`config.mk`:
```
export PLATFORM = sky130hd
export DESIGN_NAME = switch_sequencer
export DESIGN_NICKNAME = d
export VERILOG_FILES = /design/src/rtl/switch_sequencer.sv
export SDC_FILE = /design/constraint.sdc
export NUM_CORES = 1
export LEC_CHECK = 0
export CAP_MARGIN = 10
export CORE_UTILIZATION = 35
export DETAILED_ROUTE_END_ITERATION = 16
export HOLD_SLACK_MARGIN = 0.06
export PLACE_DENSITY_LB_ADDON = 0.12
export SLEW_MARGIN = 20
export SYNTH_ARGS = -nofsm -noshare
export SYNTH_HDL_FRONTEND = slang
export SYNTH_SLANG_ARGS = --single-unit
export TNS_END_PERCENT = 10
```
`constraint.sdc`:
```
create_clock -name clk -period 5.8 [get_ports clk]
set_clock_uncertainty 0.15 [all_clocks]
set_input_delay 1.16 -clock clk [delete_from_list [all_inputs] [get_ports clk]]
set_output_delay 1.16 -clock clk [all_outputs]
set_load 0.02 [all_outputs]
```
`src/rtl/switch_sequencer.sv`:
```
// Sequences the photonic switch bank through a programmed (pattern, dwell) table,
// pacing each entry with an external down-counter that it loads and watches.
module switch_sequencer #(
   parameter int WIDTH = 16,
   parameter int CH    = 4,
   parameter int DEPTH = 8,
   parameter int AW    = 3
) (
   input  logic             clk,
   input  logic             reset,
   input  logic             cfg_we,
   input  logic [AW-1:0]    cfg_addr,
   input  logic [CH-1:0]    cfg_pattern,
   input  logic [WIDTH-1:0] cfg_dwell,
   input  logic [AW-1:0]    num_steps,
   input  logic             loop,
   input  logic             start,
   input  logic             abort,
   input  logic [WIDTH-1:0] cnt_q,
   output logic             cnt_load,
   output logic             cnt_en,
   output logic [WIDTH-1:0] cnt_limit,
   output logic [CH-1:0]    sw_out,
   output logic [AW-1:0]    step_idx,
   output logic             busy,
   output logic             done
);

   typedef enum logic [1:0] {S_IDLE, S_LOAD, S_RUN, S_DONE} state_t;

   state_t           state_q, state_d;
   logic [CH-1:0]    pat_q [DEPTH];
   logic [CH-1:0]    pat_d [DEPTH];
   logic [WIDTH-1:0] dwell_q [DEPTH];
   logic [WIDTH-1:0] dwell_d [DEPTH];
   logic [CH-1:0]    sw_q, sw_d;
   logic [AW-1:0]    idx_q, idx_d;
   logic [AW-1:0]    nxt_idx;

   always_comb begin
      for (int i = 0; i < DEPTH; i++) begin
         pat_d[i]   = pat_q[i];
         dwell_d[i] = dwell_q[i];
      end
      if (cfg_we) begin
         pat_d[cfg_addr]   = cfg_pattern;
         dwell_d[cfg_addr] = cfg_dwell;
      end
   end

   always_comb begin
      nxt_idx = (idx_q == num_steps) ? '0 : idx_q + AW'(1);
      state_d = state_q;
      sw_d    = sw_q;
      idx_d   = idx_q;
      case (state_q)
         S_IDLE: begin
            sw_d = '0;
            if (start && !abort) begin
               idx_d   = '0;
               sw_d    = pat_q[0];
               state_d = S_LOAD;
            end
         end
         S_LOAD: state_d = S_RUN;
         S_RUN: begin
            // Pattern is latched on the edge into LOAD, so table writes to the
            // running entry only show up on that entry's next pass.
            if (cnt_q == '0) begin
               if (idx_q != num_steps || loop) begin
                  idx_d   = nxt_idx;
                  sw_d    = pat_q[nxt_idx];
                  state_d = S_LOAD;
               end else begin
                  state_d = S_DONE;
               end
            end
         end
         S_DONE: begin
            sw_d    = '0;
            state_d = S_IDLE;
         end
         default: state_d = S_IDLE;
      endcase
      if (abort && state_q != S_IDLE) begin
         state_d = S_IDLE;
         sw_d    = '0;
         idx_d   = '0;
      end
   end

   always_ff @(posedge clk or posedge reset) begin
      if (reset) begin
         state_q <= S_IDLE;
         sw_q    <= '0;
         idx_q   <= '0;
         for (int i = 0; i < DEPTH; i++) begin
            pat_q[i]   <= '0;
            dwell_q[i] <= '0;
         end
      end else begin
         state_q <= state_d;
         sw_q    <= sw_d;
         idx_q   <= idx_d;
         for (int i = 0; i < DEPTH; i++) begin
            pat_q[i]   <= pat_d[i];
            dwell_q[i] <= dwell_d[i];
         end
      end
   end

   assign cnt_load  = (state_q == S_LOAD);
   assign cnt_en    = (state_q == S_LOAD) || (state_q == S_RUN);
   assign busy      = cnt_en;
   assign done      = (state_q == S_DONE);
   assign cnt_limit = dwell_q[idx_q];
   assign sw_out    = sw_q;
   assign step_idx  = idx_q;

endmodule

```
Word level (Yosys, flattened, before mapping):

Cells that the tools add are included.

* $lt $le $gt $ge: 4
* reduce and logical (&&, ||, !) cells: 14
* multiplexer cells: 28
* equal/unequal tests: 8
* bitwise logic cells: 3
* add/sub/neg operators: 1

Operator list (number)
* $bwmux 128: 1
* $bmux 16 s3: 1
* $demux 16 s3: 1
* $mux 16: 3
* $bwmux 32: 1
* $mux 4: 7
* $logic_not 16->1: 1
* $mux 3: 5
* $bmux 4 s3: 1
* $demux 4 s3: 1
* $ge 4x4->1 const B: 3
* $not 3->4: 3
* $pmux 4 s3: 1
* $ne 3x3->1 const B: 3
* $mux 2: 4
* $pmux 2 s4: 1
* $pmux 3 s2: 1
* $eq 2x2->1 const B: 2
* $lt 4x1->1 const B: 1
* $reduce_and 4->1: 1
* $reduce_bool 4->1: 1
* $add 3x1->3 const B: 1
* $eq 3x3->1: 1
* $logic_and 1x1->1: 3
* other kinds (9): 10

* input bits: 48
* logic and storage cells: 77
* output and inout port bits: 27
* register bits after elaboration: 169

Depth between registers and ports, before layout:

Gate-level depths: netlist of the first run.

* word-level depth: 10
* depth in mapped cells: 8
* mapped depth without buffers: 7

Worst setup path after synthesis of the first run:

No wires, ideal clock.

* kind: flip-flop to output port
* start: register idx_q[0] (netlist: step_idx[0])
* end: output cnt_limit[10]
* required time: 4.490 ns
* stages on the path, launching flop included: 5
* buffers on the path: 2
* data arrival time: 1.803 ns
* setup slack: 2.687 ns
* path through: dfrtp_1 -> clkbuf_8 -> buf_2 -> mux4_2 -> mux2_2

* word-level cells in the longest chain between the ends: 4

RTL lines
* start, declared: line 37 `logic [AW-1:0] idx_q, idx_d;`
* start signal, assigned: line 104 `idx_q <= idx_d;`
* $not 3->4 (implied by the code): line 116 `assign cnt_limit = dwell_q[idx_q];`
* $bmux 16 s3: line 116
* $mux 16 (implied by the code) (2 in series): line 116
* end, declared: line 22 `output logic [WIDTH-1:0] cnt_limit,`

Every way passes these cells. The select of a mux whose other input is x is not followed.

Worst setup path in the final report of the first run:

Same ends and word-level chain as after synthesis.

==> results.sh, run 1 <==
export IMPL_status="finished with violations"
export IMPL_violations="design-rule violations"
export IMPL_syn_area_um2=7901
export IMPL_rsz0062_at_grt="no"
export IMPL_nNetsFinal=627
export IMPL_ant_nets=0
export IMPL_ys_seq_area_share_pct=53.52
export IMPL_cts_sinks=169
export IMPL_power_leakage_nw=3.857
export IMPL_yosysUniqueCellTypes=41
export IMPL_cts_root_buf="clkbuf_16"
export IMPL_cp_arrival_ns=3.12
export IMPL_postSynthCellCount=499
export IMPL_die_width_um=152.3
export IMPL_setup_tns_ns=0
export IMPL_synthAdderAreaFrac_pct=0.9501
export IMPL_wl_mm=17.58
export IMPL_cp_required_ns=4.49
export IMPL_dp_cells=834
export IMPL_timing_fmax_mhz=225.6
export IMPL_stdcell_area_um2=9553
export IMPL_power_per_cell_area_nw_per_um2=425.6
export IMPL_cts_hold_buf=0
export IMPL_stdcell_count=866
export IMPL_gp_congestion=0.7334
export IMPL_layout_drive_gt1_share_pct=47.27
export IMPL_grt_pass1_vias=5005
export IMPL_syn_avg_cell_area_um2=15.83
export IMPL_drt_vias_per_instance=5.173
export IMPL_ioPinCount=75
export IMPL_path_max_fanout=26
export IMPL_synth_top_family_by_area="multiplexers"
export IMPL_post_cts_buffers=0
export IMPL_start_kind="flip-flop"
export IMPL_num_vias=4480
export IMPL_max_clock_path_buffers=2
export IMPL_period_needed_ns=4.432
export IMPL_reg2regPathDepth=7
export IMPL_drtIter0Drc=192
export IMPL_synth_compound_area_share_pct=2.264
export IMPL_synth_seq_cells=169
export IMPL_dpl_instance_area_um2=8932
export IMPL_crit_end="cnt_limit[10]"
export IMPL_startpoint="step_idx[0]$_DFFE_PP0P_"
export IMPL_relSlewSlack_pct=35.80
export IMPL_worstHoldPathType="flip-flop to flip-flop"
export IMPL_core_area_um2=21960
export IMPL_clkTransAtPathRegs_ns=0.06
export IMPL_synthMuxAreaShare_pct=37.32
export IMPL_n_antenna_cell=0
export IMPL_overflow=0
export IMPL_slew_viol_final=0
export IMPL_die_h_um=152.3
export IMPL_tightest_slew_ns=0.9630
export IMPL_area_growth_pct=20.90
export IMPL_maxCapViolations=0
export IMPL_grt_pass1_wl_mm=28.67
export IMPL_initial_core_util_pct=35.98
export IMPL_synth_nets=553
export IMPL_clk_insertion_delay_late_ns=0.42
export IMPL_cts_inserted_buffers=17
export IMPL_finalHoldViolCount=0
export IMPL_reg2reg_from="step_idx[0]$_DFFE_PP0P_"
export IMPL_irDropWorstVdd_mv=0.2146
export IMPL_die_area_um2=23180
export IMPL_synthXorXnorAreaFrac_pct=0.4434
export IMPL_cts_tree="yes"
export IMPL_wl_per_cell_um=20.30
export IMPL_r2r_slack_ns=2.27
export IMPL_cp_end_kind="output pin"
export IMPL_dp_hpwl_mm=10.66
export IMPL_cts_resized=0
export IMPL_synth_edff_count=0
export IMPL_yosysWarnings=0
export IMPL_crit_type="flip-flop to output pin"
export IMPL_yosys_area_share_simple_pct=2.882
export IMPL_ys_flop_type="dfrtp_1"
export IMPL_final_cell_mix="mux2_2 (186), dfrtp_1 (168), clkdlybuf4s50_1 (74), mux4_2 (34), clkbuf_16 (17)"
export IMPL_port_buffers=74
export IMPL_finalCritPeriodShare_pct=76.41
export IMPL_async_flop_share_pct=100.0
export IMPL_rows=54
export IMPL_first_pass_iters=11
export IMPL_grt_total_usage_pct=16.23
export IMPL_remaining_drc_errors=8
export IMPL_grt_max_degree=130
export IMPL_final_common_cell="mux2_2"
export IMPL_setup_viol=0
export IMPL_r2r_end="sw_out[2]$_DFFE_PP0P_"
export IMPL_ctsHtreeMaxLevel=4
export IMPL_antenna_found_initial=0
## how the worst min path moves through the flow
stage	from	endpoint	slack (ns)	cells past startpoint
floorplan	pat_q[19]$_DFFE_PP0P_	pat_q[19]$_DFFE_PP0P_	0.32	1
global placement	pat_q[6]$_DFFE_PP0P_	pat_q[6]$_DFFE_PP0P_	0.33	1
detailed placement	dwell_q[15]$_DFFE_PP0P_	dwell_q[15]$_DFFE_PP0P_	0.34	1
CTS	dwell_q[15]$_DFFE_PP0P_	dwell_q[15]$_DFFE_PP0P_	0.35	1
global route	dwell_q[89]$_DFFE_PP0P_	dwell_q[89]$_DFFE_PP0P_	0.36	1
finish	pat_q[6]$_DFFE_PP0P_	pat_q[6]$_DFFE_PP0P_	0.35	1
## routing by layer
layer / part of all wire [%] / GRT usage (%)
met3: 3.3 / 3.214
met2: 50 / 27.52
met4: 1.1 / 4.810
met1: 46 / 21.01
met5: 0 / 0
## flip-flops by register name, indices dropped and copies added, names as in the netlist
register,cells
sw_out,4
pat_q,32
dwell_q,128
step_idx,3
state_q,2
## power breakdown
part / internal, mW / leakage, nW / switching (mW) / total (mW)
combinational: 0.751 / 1.53 / 0.489 / 1.24
sequential: 1.45 / 2.04 / 0.191 / 1.64
clock: 0.705 / 0.289 / 0.482 / 1.19
## area by class of cell
| cell class | instances | area, um2 |
|---|---|---|
| inverter | 3 | 15.01 |
| timing repair buffer | 87 | 850.8 |
| clock buffer | 19 | 452.9 |
| fill | 1952 | 12410 |
| sequential | 169 | 4230 |
| multi-input combinational | 295 | 3486 |
| tap | 280 | 350.3 |
| clock inverter | 13 | 167.7 |
## stage by stage
stage	total power, mW	setup WS [ns]	utilization (%)	hold slack (ns)
finish	4.065	1.368	43.50	0.3492
global route	4.301	1.113	43.50	0.3639
CTS	4.128	1.264	43.50	0.3541
detailed placement	2.923	1.741	40.68	0.3390
global placement	2.889	1.730	40.68	0.3297
floorplan	2.536	2.335	-	0.3204
## worst max-delay path, cell delays in order, from the launching register on
cell	delay, ns
dfrtp_2	1.00
buf_4	0.34
mux4_2	0.51
mux2_2	0.27
clkdlybuf4s50_1	0.55
## synth_stat cells (all sizes together) (2+ instances only)
cell	instances	share of area, %
a21o	6	0.57
a32o	3	0.38
and2	2	0.17
and3	2	0.17
buf	14	1.2
clkbuf	18	1.2
dfrtp	169	54
ha	6	0.95
inv	3	0.14
mux2	186	27
mux4	37	11
nand2	8	0.38
nand2b	3	0.24
nand4	3	0.24
nand4b	3	0.33
nor2	2	0.095
nor3	4	0.25
nor3b	3	0.35
nor4	5	0.40
o211ai	3	0.29
o21ai	2	0.13
o22ai	3	0.24
xnor2	3	0.33
## cells by family (layout without fill, tap and decap cells)
kind of cell,after synthesis,after routing
mux,224,224
flops,169,169
fa+ha+maj,6,6
simple gates,38,38
compound gates,23,23
xor+xnor,4,4
buf+inv,35,122
(Power assumes the default switching activity.)
==> run 2, diff against run 1 <==
- clock period: 5.8 -> 4.1 ns (I/O delays scaled with it)
==> run 2 against run 1 <==
  * The run still ends with design-rule violations left
  * Critical path type unchanged
  * Sequential share of layout area is 0.31 points lower
  * Critical path depth stayed put
  * Critical endpoint is now cnt_limit[11]
  * Non-clock buffer count is 7 higher
  * Largest cell class unchanged
==> results.sh, run 2 (synthesis results as in run 1) <==
export IMPL_status="finished with violations"
export IMPL_violations="design-rule violations"
export IMPL_crit_path_top_delay_cell="dfrtp_2"
export IMPL_multi_input_area_um2=3486
export IMPL_start_kind="flip-flop"
export IMPL_tightest_slew_ns=0.7961
export IMPL_die_h_um=152.3
export IMPL_wl_mm=17.72
export IMPL_irDropWorstVdd_mv=0.3014
export IMPL_clockPowerShare_pct=28.0
export IMPL_pwr_share_seq_pct=40.0
export IMPL_layout_drive_gt1_share_pct=47.39
export IMPL_power_share_combinational_pct=31.9
export IMPL_nNetsFinal=634
export IMPL_fill_cells=1952
export IMPL_period_needed_ns=3.818
export IMPL_setup_viol=0
export IMPL_r2r_end="sw_out[2]$_DFFE_PP0P_"
export IMPL_port_buffers=74
export IMPL_cts_sinks=169
export IMPL_die_area_um2=23180
export IMPL_cts_root_buf="clkbuf_16"
export IMPL_rows=54
export IMPL_switching_share_pct=28.39
export IMPL_finalHoldViolCount=0
export IMPL_cp_arrival_ns=2.85
export IMPL_ff_latch_area_um2=4230
export IMPL_dpl_instance_area_um2=9015
export IMPL_max_clock_path_buffers=2
export IMPL_wl_per_cell_um=20.30
export IMPL_cts_tree="yes"
export IMPL_remaining_drc_errors=8
export IMPL_area_growth_pct=21.76
export IMPL_power_switching_mw=1.623
export IMPL_startpoint="step_idx[0]$_DFFE_PP0P_"
export IMPL_min_delay_start="dwell_q[6]$_DFFE_PP0P_"
export IMPL_whs_ns=0.3511
export IMPL_worstPathBufferInverterCount=2
export IMPL_fin_ws_ns=0.2820
export IMPL_n_antenna_cell=0
export IMPL_reg2reg_from="step_idx[1]$_DFFE_PP0P_"
export IMPL_overflow=0
export IMPL_cp_end_kind="output pin"
export IMPL_timing_fmax_mhz=261.9
export IMPL_grt_total_usage_pct=16.36
export IMPL_cts_resized=0
export IMPL_whs_endpoint="dwell_q[6]$_DFFE_PP0P_"
export IMPL_gp_congestion=0.7389
export IMPL_ctsHtreeMaxLevel=4
export IMPL_die_width_um=152.3
export IMPL_finalCritPeriodShare_pct=93.12
export IMPL_grt_pass1_vias=5040
export IMPL_post_cts_buffers=0
export IMPL_drtIter0Drc=173
export IMPL_rsz0062_at_grt="no"
export IMPL_maxCapViolations=0
export IMPL_antenna_found_initial=0
export IMPL_internal_power_mw=4.094
export IMPL_final_cell_mix="mux2_2 (186), dfrtp_1 (168), clkdlybuf4s50_1 (74), mux4_2 (34), clkbuf_16 (17)"
export IMPL_relSlewSlack_pct=46.75
export IMPL_power_per_cell_area_nw_per_um2=594.2
export IMPL_first_pass_iters=10
export IMPL_cts_hold_buf=0
export IMPL_max_stage_delay_ns=0.76
export IMPL_regMostFlops="dwell_q"
export IMPL_core_area_um2=21960
export IMPL_post_place_ws_ns=0.6699
export IMPL_cts_inserted_buffers=17
export IMPL_crit_chain="buf_4, mux4_2, mux2_2, clkdlybuf4s50_1"
export IMPL_crit_family="buffers and inverters"
export IMPL_reg2regPathDepth=7
export IMPL_drt_vias_per_instance=5.223
export IMPL_setup_tns_ns=0
export IMPL_ioPinCount=75
export IMPL_final_common_cell="mux2_2"
export IMPL_slew_viol_final=0
export IMPL_min_path_cells=1
export IMPL_clk_insertion_delay_late_ns=0.41
export IMPL_path_max_fanout=19
export IMPL_grt_pass1_wl_mm=28.78
export IMPL_cp_required_ns=3.13
export IMPL_grt_max_degree=53
export IMPL_stdcell_area_um2=9620
export IMPL_num_vias=4560
export IMPL_power_leakage_nw=3.898
export IMPL_crit_type="flip-flop to output pin"
export IMPL_dp_hpwl_mm=11.13
export IMPL_initial_core_util_pct=35.98
export IMPL_largest_reg_flops=128
export IMPL_clkTransAtPathRegs_ns=0.06
export IMPL_ant_nets=0
export IMPL_worstHoldPathType="flip-flop to flip-flop"
export IMPL_r2r_slack_ns=1.01
run 2: how the worst max path moves through the flow:
| stage | cells after the start | endpoint | slack (ns) |
|---|---|---|---|
| 6_report | 4 | cnt_limit[11] | 0.28 |
| 5_1_grt | 4 | cnt_limit[11] | 0.09 |
| 4_1_cts | 4 | cnt_limit[11] | 0.21 |
| 3_5_place_dp | 4 | cnt_limit[11] | 0.67 |
| 3_3_place_gp | 4 | cnt_limit[10] | 0.68 |
| 2_1_floorplan | 1 | dwell_q[0]$_DFFE_PP0P_ | 0.98 |
run 2: stage by stage:
stage               cells  utilization (%)  total power, mW
global placement      840            41.05            4.112
floorplan             499                -            3.587
detailed placement    840            41.05            4.169
finish                873            43.81            5.717
global route          873            43.81            6.035
CTS                   872            43.72            5.794
run 2: power by group through the flow:
stage / registers, mW / logic [mW] / clock network, mW
after CTS: 2.29 / 1.85 / 1.65
after detailed placement: 2.32 / 1.85 / 0
final: 2.29 / 1.83 / 1.60
after global placement: 2.31 / 1.80 / 0
after global routing: 2.35 / 1.97 / 1.72
after floorplan: 2.24 / 1.35 / 0
run 2: layout make-up:
type | instances | area share [%]
Inverter | 3 | 0.1561
Tap cell | 280 | 3.642
Multi-Input combinational cell | 295 | 36.23
Timing Repair Buffer | 94 | 9.910
Clock inverter | 12 | 1.548
Clock buffer | 20 | 4.539
Sequential cell | 169 | 43.97
run 2: routing by layer:
layer  global-route usage, %  vias to the layer above  wire length (um)
met2                   27.65                       86              8860
met1                   21.37                     2414              8113
met3                   2.873                       16               534
met5                       0                        -                 0
met4                   5.199                        0               214
li1                        -                     2044                 -
==> RTL change 1, RTL diff (config.mk and constraints of run 1) <==
`CH`: 4 -> 2.
--- a/src/rtl/switch_sequencer.sv
+++ b/src/rtl/switch_sequencer.sv
@@ -3,5 +3,5 @@
 module switch_sequencer #(
    parameter int WIDTH = 16,
-   parameter int CH    = 4,
+   parameter int CH    = 2,
    parameter int DEPTH = 8,
    parameter int AW    = 3
Interface: changed (resized cfg_pattern and sw_out); port bits go from 75 to 71. No check against the original RTL was run, so the function may have changed too.
==> RTL change 1 against run 1 <==
  * Worst setup slack got worse by 110 ps
  * Power decreased by 13%
  * Synthesized cell count decreased by 9.6%
  * Design area decreased by 9.8%
  * Fmax decreased by 2.5%
  * Synthesized area decreased by 11%
  * Sequential power decreased by 11%
  * Sequential cell count decreased by 18
  * Worst hold slack improved by 0.89 ps
  * Wire length decreased by 10%
==> RTL change 1: results (changes against run 1) <==
| Stage | Parameter | This run | vs run 1 |
|---|---|---|---|
| placed design | Global placer's final weighted congestion | 0.7186 | -2.0% |
| global route | Met3 routing resource usage after global routing | 0.03808 | +0.005941 |
| routing | Vias after detailed routing | 4,087 | -8.8% |
| synthesis | Commonest cells post-synth | sky130_fd_sc_hd__mux2_2 (163), sky130_fd_sc_hd__dfrtp_1 (151), sky130_fd_sc_hd__mux4_2 (33) |  |
| routing | Met2 WL | 7446 um | -15% |
| final layout | Fill cell total of the finished layout | 1,810 | -7.3% |
| placed design | HPWL Detailed | 9417 um | -12% |
| global route | Global routing usage on met2 | 0.2639 | -0.01126 |
| setup path | Crit path arrival time | 3240 ps | +120 ps |
| global route | Global-route wire length before repair | 25,210 um | -12% |
| clock network | Total CTS buffers | 17 | unchanged |
| final layout | Fraction of final layout cells sized beyond drive strength 1 | 0.4610 | -0.01173 |
| final layout | Fin cells | 803 | -7.3% |
| final layout | Post-layout utilization of the core | 0.4399 | +0.004888 |
| routing | Average routed wire per standard cell | 19.70 um | -3.0% |
| synthesis | Synthesized netlist net count | 502 | -9.2% |
| setup path | Max incr delay on CP | 1020 ps | +20 ps |
| global route | Met1 demand-to-capacity share in global routing | 0.2289 | +0.01882 |
| placed design | Cell Area, Placed | 0.008068 mm2 | -9.7% |
| synthesis | Number of warnings issued by yosys | 0 | unchanged |
| synthesis | Fraction of the mapped netlist area in compound gates | 0.01542 | -0.007222 |
| synthesis | Number of instances in the synthesized netlist | 451 | -9.6% |
| pwr | Relative contribution of combinational cells to total power | 0.295 | -0.010 |
| synthesis | Multiplexer share of the synthesized area | 0.3717 | -0.001496 |
| routing | Met1 Routed Length | 7610 um | -5.1% |
| global route | Largest net degree at the start of global routing | 62 | -52% |
| routing | Detailed router's first-iteration violation count | 137 | -29% |
| placed design | Total of buffers placed on input and output ports | 70 | -5.4% |
| synthesis | Area contributors post-synth | sky130_fd_sc_hd__dfrtp_1 (54%), sky130_fd_sc_hd__mux2_2 (26%), sky130_fd_sc_hd__mux4_2 (11%) |  |
| pwr | Pleak | 0.003503 uW | -9.2% |
| global route | Total Routing Usage GR | 0.1690 | +0.006706 |
| final layout | Layout net count | 577 | -8.0% |
| synthesis | Synthesized-area fraction occupied by xor and xnor cells | 0.006205 | +0.001771 |
| pwr | Combinational group power | 1040 uW | -16% |
| placed design | Worst slack at placement | 1612 ps | -129.2 ps |
| pwr | Peak supply drop | 205.3 uV | -4.3% |
| global route | Vias in the first global route | 4,388 | -12% |
| routing | Routed length on met3 | 555 um | -3.1% |
| outcome | Status | complete, no violations |  |
| synthesis | Cell variety after synth | 40 | -2.4% |
| placed design | Placed cell count | 772 | -7.4% |
| synthesis | Fraction of the yosys area taken by sequential cells | 0.5354 | about the same |
| pwr | Seq. pwr | 1460 uW | -11% |
| setup path | Largest fanout of any net on the critical path | 29 | +12% |
| pwr | Internal power component | 2540 uW | -13% |
| synthesis | Post-Synth Adder-Cell Area | 0.008864 | -0.0006375 |
| sta | Slew at the pin closest to its max-slew limit | 992.1 ps | +29.15 ps |
-- RTL change 1: changes by cell type after synthesis, sizes merged, moves of 3 or more --
cell	delta
a21oi	+3
xor2	+3
clkbuf	-7
o22ai	-3
nand2	-5
nand3	+5
a32o	-3
mux2	-22
dfrtp	-18
a21o	-6
mux4	-4
-- RTL change 1: worst paths after layout --
path,endpoint,slack [ps],cells after the start,start
min in group asynchronous,dwell_q[16],1020,2,reset
worst max-delay path,cnt_limit[6],1250,4,step_idx[0]
worst max register to register,sw_out[1],2700,7,step_idx[0]
max in group asynchronous,dwell_q[72],3430,3,reset
worst min-delay path,sw_out[0],350,2,sw_out[0]
worst min register to register,sw_out[0],350,2,sw_out[0]
-- RTL change 1: final cells by class --
class,instances,area share
clock buffer,22,0.05502
multi-input combinational,269,0.3641
inverter,4,0.002323
clock inverter,9,0.008856
timing repair buffer,83,0.09262
sequential,151,0.4386
tap,265,0.03847
==> RTL change 2, RTL diff (settings of run 1) <==
Made on the original files. Add an input register stage for `cfg_dwell`, cleared by the reset; this delays it by one clock. The other inputs are not delayed to match.
--- a/src/rtl/switch_sequencer.sv
+++ b/src/rtl/switch_sequencer.sv
@@ -29,4 +29,14 @@
    typedef enum logic [1:0] {S_IDLE, S_LOAD, S_RUN, S_DONE} state_t;
 
+   logic [WIDTH-1:0] cfg_dwell_q;
+
+   always_ff @(posedge clk or posedge reset) begin
+      if (reset) begin
+         cfg_dwell_q <= '0;
+      end else begin
+         cfg_dwell_q <= cfg_dwell;
+      end
+   end
+
    state_t           state_q, state_d;
    logic [CH-1:0]    pat_q [DEPTH];
@@ -45,5 +55,5 @@
       if (cfg_we) begin
          pat_d[cfg_addr]   = cfg_pattern;
-         dwell_d[cfg_addr] = cfg_dwell;
+         dwell_d[cfg_addr] = cfg_dwell_q;
       end
    end
Behaviour: not the same (Yosys sat finds a counterexample within 4 cycles, from zero or initial values and one cycle with reset high).
==> RTL change 2 against run 1 <==
  * Worst setup slack better by 400 ps
  * Synthesized area is 4.3% higher
  * Non-clock buffer count unchanged
  * Critical path type unchanged
  * Sequential share of layout area rose by 2.1 points
  * Core utilization is 0.16 points higher
  * Critical path depth fell by 1
  * Sequential cell count increased by 16
  * Power increased by 3.3%
  * Global-route usage rose by 0.34 points
  * Sequential power grew 6%
  * Wire length rose by 5.3%
  * Design area rose by 4.4%
==> RTL change 2: results (changes against run 1) <==
| Stage | Parameter | This run | vs run 1 |
|---|---|---|---|
| clock network | Total CTS buffers | 17 | unchanged |
| routing | Iteration count of the initial detailed-routing pass | 4 | -7 |
| placed design | Placed cell count | 899 | +7.8% |
| final layout | Fin cells | 932 | +7.6% |
| global route | Total Routing Usage GR | 0.1657 | +0.003424 |
| routing | Average routed wire per standard cell | 19.87 um | -2.1% |
| placed design | Worst slack at placement | 2165 ps | +424.3 ps |
| synthesis | Synthesized-area fraction occupied by xor and xnor cells | 0.006227 | +0.001793 |
| synthesis | Commonest cells post-synth | sky130_fd_sc_hd__dfrtp_1 (185), sky130_fd_sc_hd__mux2_2 (176), sky130_fd_sc_hd__mux4_2 (36) |  |
| sta | Slew at the pin closest to its max-slew limit | 1054 ps | +90.56 ps |
| synthesis | Number of instances in the synthesized netlist | 529 | +6.0% |
| final layout | Fraction of final layout cells sized beyond drive strength 1 | 0.4330 | -0.03974 |
| pwr | Peak supply drop | 204.2 uV | -4.8% |
| placed design | Cell Area, Placed | 0.009370 mm2 | +4.9% |
| global route | Largest net degree at the start of global routing | 185 | +42% |
| clock network | Clock-pin slew of the registers on the worst-case setup and hold paths | 70 ps |  |
| synthesis | Multiplexer share of the synthesized area | 0.3442 | -0.02907 |
| placed design | Global placer's final weighted congestion | 0.7633 | +4.1% |
| synthesis | Fraction of the mapped netlist area in compound gates | 0.03098 | +0.008340 |
| synthesis | Post-Synth Adder-Cell Area | 0.009113 | -0.0003882 |
| routing | Residual DRC count | 0 | -8 |
| synthesis | Cell variety after synth | 39 | -4.9% |
| synthesis | Fraction of the yosys area taken by sequential cells | 0.5620 | +0.02673 |
| placed design | HPWL Detailed | 10,790 um | +1.2% |
| outcome | Status | complete, no violations |  |
| final layout | Layout net count | 660 | +5.3% |
| routing | Detailed router's first-iteration violation count | 187 | -2.6% |
| setup path | Largest fanout of any net on the critical path | 36 | +38% |
## RTL change 2: cell count changes in the layout (fill, tap and decap cells not counted), sizes merged, moves of 4 or more
cell / change
a21oi: +5
dfrtp: +16
mux2: -8
nor2: +8
clkinv: +5
clkinvlp: -4
o21ai: +6
a31oi: +5
a21o: -5
## RTL change 2: worst paths after layout
kind                        startpoint            to  slack (ps)  cells after the start
max in group asynchronous        reset   step_idx[0]        3560                      4
max reg2reg                step_idx[1]     sw_out[1]        2570                      7
max                        step_idx[1]  cnt_limit[6]        1760                      3
min                        dwell_q[74]   dwell_q[74]         350                      1
min in group asynchronous        reset    state_q[0]         810                      2
min reg2reg                dwell_q[74]   dwell_q[74]         350                      1
## RTL change 2: report_power, final
part | switching [uW] | internal (uW)
logic | 590 | 750
registers | 173 | 1570
clock network | 504 | 614
## RTL change 2: worst max-delay path, cell delays in order, from the launching register on
cell and delay (ps):
sky130_fd_sc_hd__dfrtp_2 1010, sky130_fd_sc_hd__mux4_2 410, sky130_fd_sc_hd__mux2_2 310, sky130_fd_sc_hd__clkdlybuf4s50_1 550
## RTL change 2: layout make-up
cell class / count / area, um2
clock buffers: 22 / 494.2
clock inverters: 10 / 85.08
fillers: 2110 / 12870
inverters: 7 / 30.03
multi-input cells: 308 / 3473
flip-flops and latches: 185 / 4632
well taps: 313 / 391.6
repair buffers: 87 / 870.8
## RTL change 2: routing by layer
layer / wire [um] / track usage / part of all wire
met1: 9052 / 0.2359 / 0.49
met2: 8684 / 0.2571 / 0.47
met3: 532 / 0.02730 / 0.029
met4: 250 / 0.05556 / 0.013
met5: 0 / 0 / 0
